$ cat src/rtl/instr_mem_server.sv
// instr_mem_server: 64x16 instruction memory read combinationally by the CPU and reloaded over a
// byte-wide valid/ready port. Define INSTR_MEM_CHECKSUM_EN to require a trailing XOR checksum byte.
module instr_mem_server #(
    parameter int unsigned TIMEOUT = 1000
) (
    input  logic        clk_main,
    input  logic        reset,
    input  logic [5:0]  PC,
    output logic [15:0] Instruct,
    input  logic        load_start,
    input  logic        byte_valid,
    input  logic [7:0]  byte_data,
    output logic        byte_ready,
    output logic        cpu_hold,
    output logic        load_done,
    output logic        load_err
);

    typedef enum logic [2:0] {
        IDLE = 3'd0,
        LEN  = 3'd1,
        HI   = 3'd2,
        LO   = 3'd3,
`ifdef INSTR_MEM_CHECKSUM_EN
        CHK  = 3'd4,
`endif
        DONE = 3'd5
    } state_e;

    localparam logic [16:0] TIMEOUT_CNT = 17'(TIMEOUT);

    state_e      state_q, state_d;
    logic [5:0]  addr_q, addr_d;
    logic [6:0]  rem_q, rem_d;
    logic [7:0]  hi_q, hi_d;
    logic        err_q, err_d;
    logic [15:0] timer_q, timer_d;
`ifdef INSTR_MEM_CHECKSUM_EN
    logic [7:0]  csum_q, csum_d;
`endif

    logic        busy;
    logic        xfer;
    logic        timeout_hit;
    logic        mem_we;
    logic [16:0] idle_next;

    // NOTE: the storage array has no reset; a reload is the only way to change it, and its
    // power-up contents (all zero) come from device configuration.
    logic [15:0] mem_q [64];

    // Every state between the load_start and the DONE pulse is a byte-accepting state.
    assign busy        = (state_q != IDLE) && (state_q != DONE);
    assign byte_ready  = busy;
    assign cpu_hold    = (state_q != IDLE);
    assign load_done   = (state_q == DONE);
    assign load_err    = err_q;
    assign xfer        = byte_valid && busy;
    assign idle_next   = {1'b0, timer_q} + 17'd1;
    assign timeout_hit = busy && !xfer && (idle_next == TIMEOUT_CNT);
    assign Instruct    = cpu_hold ? 16'h0000 : mem_q[PC];

    // NOTE: every next-state variable gets its hold value first, so no path can infer a latch.
    always_comb begin
        state_d = state_q;
        addr_d  = addr_q;
        rem_d   = rem_q;
        hi_d    = hi_q;
        err_d   = err_q;
        timer_d = timer_q;
        mem_we  = 1'b0;
`ifdef INSTR_MEM_CHECKSUM_EN
        csum_d  = csum_q;
`endif

        if (busy) begin
            timer_d = xfer ? 16'd0 : idle_next[15:0];
        end

        case (state_q)
            IDLE: begin
                if (load_start) begin
                    err_d   = 1'b0;
                    addr_d  = 6'd0;
                    timer_d = 16'd0;
`ifdef INSTR_MEM_CHECKSUM_EN
                    csum_d  = 8'h00;
`endif
                    state_d = LEN;
                end
            end
            LEN: begin
                if (xfer) begin
                    if (byte_data[7] || (byte_data[6:0] > 7'd64)) begin
                        err_d   = 1'b1;
                        state_d = IDLE;
                    end else begin
                        rem_d   = (byte_data[6:0] == 7'd0) ? 7'd64 : byte_data[6:0];
                        state_d = HI;
                    end
                end
            end
            HI: begin
                if (xfer) begin
                    hi_d    = byte_data;
`ifdef INSTR_MEM_CHECKSUM_EN
                    csum_d  = csum_q ^ byte_data;
`endif
                    state_d = LO;
                end
            end
            LO: begin
                if (xfer) begin
                    mem_we = 1'b1;
                    addr_d = addr_q + 6'd1;
`ifdef INSTR_MEM_CHECKSUM_EN
                    csum_d = csum_q ^ byte_data;
`endif
                    if (rem_q == 7'd1) begin
`ifdef INSTR_MEM_CHECKSUM_EN
                        state_d = CHK;
`else
                        state_d = DONE;
`endif
                    end else begin
                        rem_d   = rem_q - 7'd1;
                        state_d = HI;
                    end
                end
            end
`ifdef INSTR_MEM_CHECKSUM_EN
            CHK: begin
                if (xfer) begin
                    if (byte_data == csum_q) begin
                        state_d = DONE;
                    end else begin
                        err_d   = 1'b1;
                        state_d = IDLE;
                    end
                end
            end
`endif
            DONE: begin
                state_d = IDLE;
            end
            default: begin
                state_d = IDLE;
            end
        endcase

        // A stalled loader abandons the load; words already written stay in memory.
        if (timeout_hit) begin
            err_d   = 1'b1;
            state_d = IDLE;
        end
    end

    // NOTE: sequential state uses non-blocking assignments so every register samples pre-edge values.
    always_ff @(posedge clk_main) begin
        if (reset) begin
            state_q <= IDLE;
            addr_q  <= 6'd0;
            rem_q   <= 7'd0;
            hi_q    <= 8'h00;
            err_q   <= 1'b0;
            timer_q <= 16'd0;
`ifdef INSTR_MEM_CHECKSUM_EN
            csum_q  <= 8'h00;
`endif
        end else begin
            state_q <= state_d;
            addr_q  <= addr_d;
            rem_q   <= rem_d;
            hi_q    <= hi_d;
            err_q   <= err_d;
            timer_q <= timer_d;
`ifdef INSTR_MEM_CHECKSUM_EN
            csum_q  <= csum_d;
`endif
        end
    end

    // A word arriving on the same edge as reset is dropped; everything written earlier survives.
    always_ff @(posedge clk_main) begin
        if (mem_we && !reset) begin
            mem_q[addr_q] <= {hi_q, byte_data};
        end
    end

endmodule

$ cat config.mk
export PLATFORM = sky130hd
export DESIGN_NAME = instr_mem_server
export DESIGN_NICKNAME = d
export VERILOG_FILES = /design/src/rtl/instr_mem_server.sv
export SDC_FILE = /design/constraint.sdc
export NUM_CORES = 1
export LEC_CHECK = 0
export BUFFER_PORTS_ARGS = -buffer_cell sky130_fd_sc_hd__buf_2
export CAP_MARGIN = 5
export CORE_ASPECT_RATIO = 1.5
export CORE_MARGIN = 2
export CORE_UTILIZATION = 40
export DETAILED_ROUTE_END_ITERATION = 10
export PLACE_DENSITY = 0.61
export RECOVER_POWER = 100
export SLEW_MARGIN = 10
export SYNTH_ARGS = -nofsm -noshare
export SYNTH_HDL_FRONTEND = slang
export SYNTH_SLANG_ARGS = --single-unit
$ cat constraint.sdc
create_clock -name clk_main -period 2.78 [get_ports clk_main]
set_input_delay 0.278 -clock clk_main [delete_from_list [all_inputs] [get_ports clk_main]]
set_output_delay 0.278 -clock clk_main [all_outputs]
set_load 0.03 [all_outputs]
==> results.md <==
* WL per Instance at 28.04 um
* Class of the worst hold path: input pin to flip-flop
* Fill cells at 8536
* Syn. warnings at 0
* First-pass GRT wire length at 154.7 mm
* Clk pin slew, worst setup/hold paths at 0.07 ns
* Yosys top cell area share at 0.7389
* Initial Util at 0.4045
* # DRC at 0
* Primary FF master, synth: edfxtp_1
* Mapped Nets at 2089
* CTS tree: yes
* Slowest CP cell: mux4_2
* Most frequent cells in the layout: edfxtp_1, mux4_2, buf_4
* Commonest non-fill, non-tap cell in the layout: edfxtp_1
* PnR worst setup slack at -0.3323 ns
* Max Clk Rate at 321.3 MHz
* Part of the power in the clock network at 0.388
* Delay-heaviest family, CP: multiplexers
* First-pass DRT Iterations at 7
* IO Port Bufs at 37
* Largest fanout on the critical path at 2
* Die X at 267.4 um
* Final Hold Vio Count at 0
* Slew Limit Fails at 463
* Post-synthesis sequential area ratio at 0.7586
* Synth area leaders: edfxtp_1, mux4_2, dfxtp_1
* Vias in the first global route at 22463
* Switching Power at 6738 uW
* Die Ht at 399.0 um
* Clk_skew at 0.02247 ns
* Pwr dens at 647.8 mW/mm2
* Worst-margin pin slew at 1.900 ns
* Failing checks: capacitance limit, slew limit, setup timing
* CP Data Required Time at 2.50 ns
* Clock latency on the worst-skew pair at 0.68 ns
* Status: finished, violations left
* Rows at 144
* Largest net degree at the start of global routing at 68
* Mean post-synth cell area at 20.13 um2
* Switch share at 0.2144
* Area Overhead vs Synth at 16.56%
* Routability cong. at 0.9222
* Post-synth ARST share at 0
* Crit path kind: flip-flop to primary output
* WL met1 at 38.74 mm
* RSZ-0062 raised after global routing: yes
* Yosys cell types at 65
* ANT nets after route at 0
* Placeable Area at 0.1029 mm2
* Drt initial violations at 1947
* Share of post-route cells with drive strength above 1 at 0.3024
* Nets at 2370
* Worst Path Buf+Inv at 2
* Post-DR vias/cell at 5.656
* Fin crit share at 1.120
* Area occupied by multi-input gates at 0.009662 mm2
* Total Routing Usage GR at 0.2026
* Via count at 21550
* CTS Buf Count at 91
* Crit. End Element: primary output
* Post-layout min period at 3.112 ns
* CTS Root Cell: clkbuf_16
* CP Cell Sequence: mux4_2, mux2_4, o211ai_1, buf_4, nor4_2, or3_1, buf_6
* Synth Register Bits at 1065
* Logic pwr share at 0.056
* Seq pwr share at 0.556
* Yosys top cell by area: edfxtp_1
* WP data arrival at 2.83 ns
* Met2 WL at 57.77 mm
* Clock sinks at 1065
* I/O pin count at 38
* Die area at 0.1067 mm2
* Clock Tree Buf Depth at 3
* CTS H-tree lvls at 3
* Post-Syn Area at 0.04161 mm2
* Crit start category: flip-flop
* Max Used Layer: met5
* Register area at 0.03157 mm2
* Post-synthesis cell count at 2067
* Max-Cap Viols at 8
* P_leak at 0.01452 uW
* Placed cell area at 0.04556 mm2
* Post-layout util at 0.4715
* Routed wire length at 106.8 mm
* Final setup violation count at 688
* Internal power at 24680 uW
* Number of synthesized flops with an enable pin at 1024
* Final Instance Area at 0.04851 mm2
* Final setup TNS at -47.42 ns
* Post-DP HPWL at 70.04 mm
* Congestion Overflow GR at 0
* DR WL met3 at 5.867 mm
* Worst slew margin at -0.2664
* CP max stage delay at 0.47 ns
* Max IR drop VDD at 0.5784 mV
* Initial antenna violation count at 6
[synth_stat cells, types with 8 or more instances]
master	n
a211o_1	8
nand2_1	34
o22a_1	16
a21oi_1	33
o211ai_1	24
nor3_1	20
or2_2	10
edfxtp_1	1024
a211oi_1	9
inv_1	8
mux2_2	24
nor2_1	120
or3_1	16
o21ai_0	37
o22ai_1	41
buf_4	14
nand3b_1	8
nand3_1	18
buf_2	43
nor4_1	15
buf_6	8
buf_1	8
a22oi_1	58
dfxtp_1	41
mux4_2	232
clkbuf_1	47
nand4_1	10
mux2i_1	59
[kinds of logic after synthesis]
kind of cell | synth area share
DFF | 0.7586
and+or+nand+nor | 0.03467
xor gates and xnor gates | 0.001473
buffers and inverters | 0.01575
AOI/OAI and AO/OA | 0.04203
muxes | 0.1462
adders and majority gates | 0.001203
[power groups by stage]
stage	clock network (uW)	logic, uW	registers [uW]
2_1_floorplan	0	843	17800
4_1_cts	12400	1750	17500
5_1_grt	12900	1830	17500
6_report	12200	1760	17500
3_5_place_dp	0	1650	17800
3_3_place_gp	0	1630	17800
[metrics by stage]
stage / std cells / setup slack, ns / hold slack [ns] / power, uW
after floorplan: 2067 / 0.2624 / 0.3769 / 18660
after global placement: 3637 / -0.3053 / 0.4889 / 19450
after detailed placement: 3637 / -0.2862 / 0.4951 / 19470
after CTS: 3804 / -0.3763 / 0.04617 / 31620
after global routing: 3808 / -0.4226 / 0.1528 / 32240
final: 3810 / -0.3323 / 0.1388 / 31420
[worst register-to-register path, stage by stage, from the launching register on]
cell and delay, ns:
dfxtp_1 0.34, clkbuf_1 0.62, nand4_1 0.29, nor2_1 0.30, nand2_1 0.45, nor2_1 0.35, buf_4 0.29
[flip-flops by register name (all words and copies together) (netlist names)]
name	cells
rem_q	7
mem_q	1024
addr_q	6
hi_q	8
load_err	1
state_q	3
timer_q	16
[layer usage]
| metal | GRT usage | up-vias |
|---|---|---|
| li1 | - | 9161 |
| met2 | 0.3716 | 797 |
| met1 | 0.2366 | 11410 |
| met5 | 0 | - |
| met4 | 0.08357 | 2 |
| met3 | 0.02905 | 180 |
[timing repair]
action                                  CTS  global route
gates resized for setup                  81            20
endpoints found under the setup margin   17            17
buffers inserted                          1             4
pin swaps                                15            18
hold endpoints to repair                  2             0
hold buffers                              3             0
[path summary, 6_finish.rpt]
check                 from  slack, ns       endpoint  depth (start not counted)
min reg2reg    timer_q[14]       0.50    timer_q[14]                          2
max          mem_q[46][13]      -0.33   Instruct[13]                          7
max reg2reg     state_q[1]      -0.19  mem_q[50][10]                          6
min             load_start       0.14       load_err                          5
[cell type report]
cell class / count / area share
Sequential cell: 1065 / 0.6509
Multi-Input combinational cell: 873 / 0.1992
Timing Repair Buffer: 309 / 0.05577
Clock buffer: 113 / 0.04996
Tap cell: 1387 / 0.03578
Clock inverter: 53 / 0.007738
Inverter: 8 / 0.0006191
Antenna cell: 2 / 0.0001032
No activity file was read; power rests on OpenSTA's default activity.
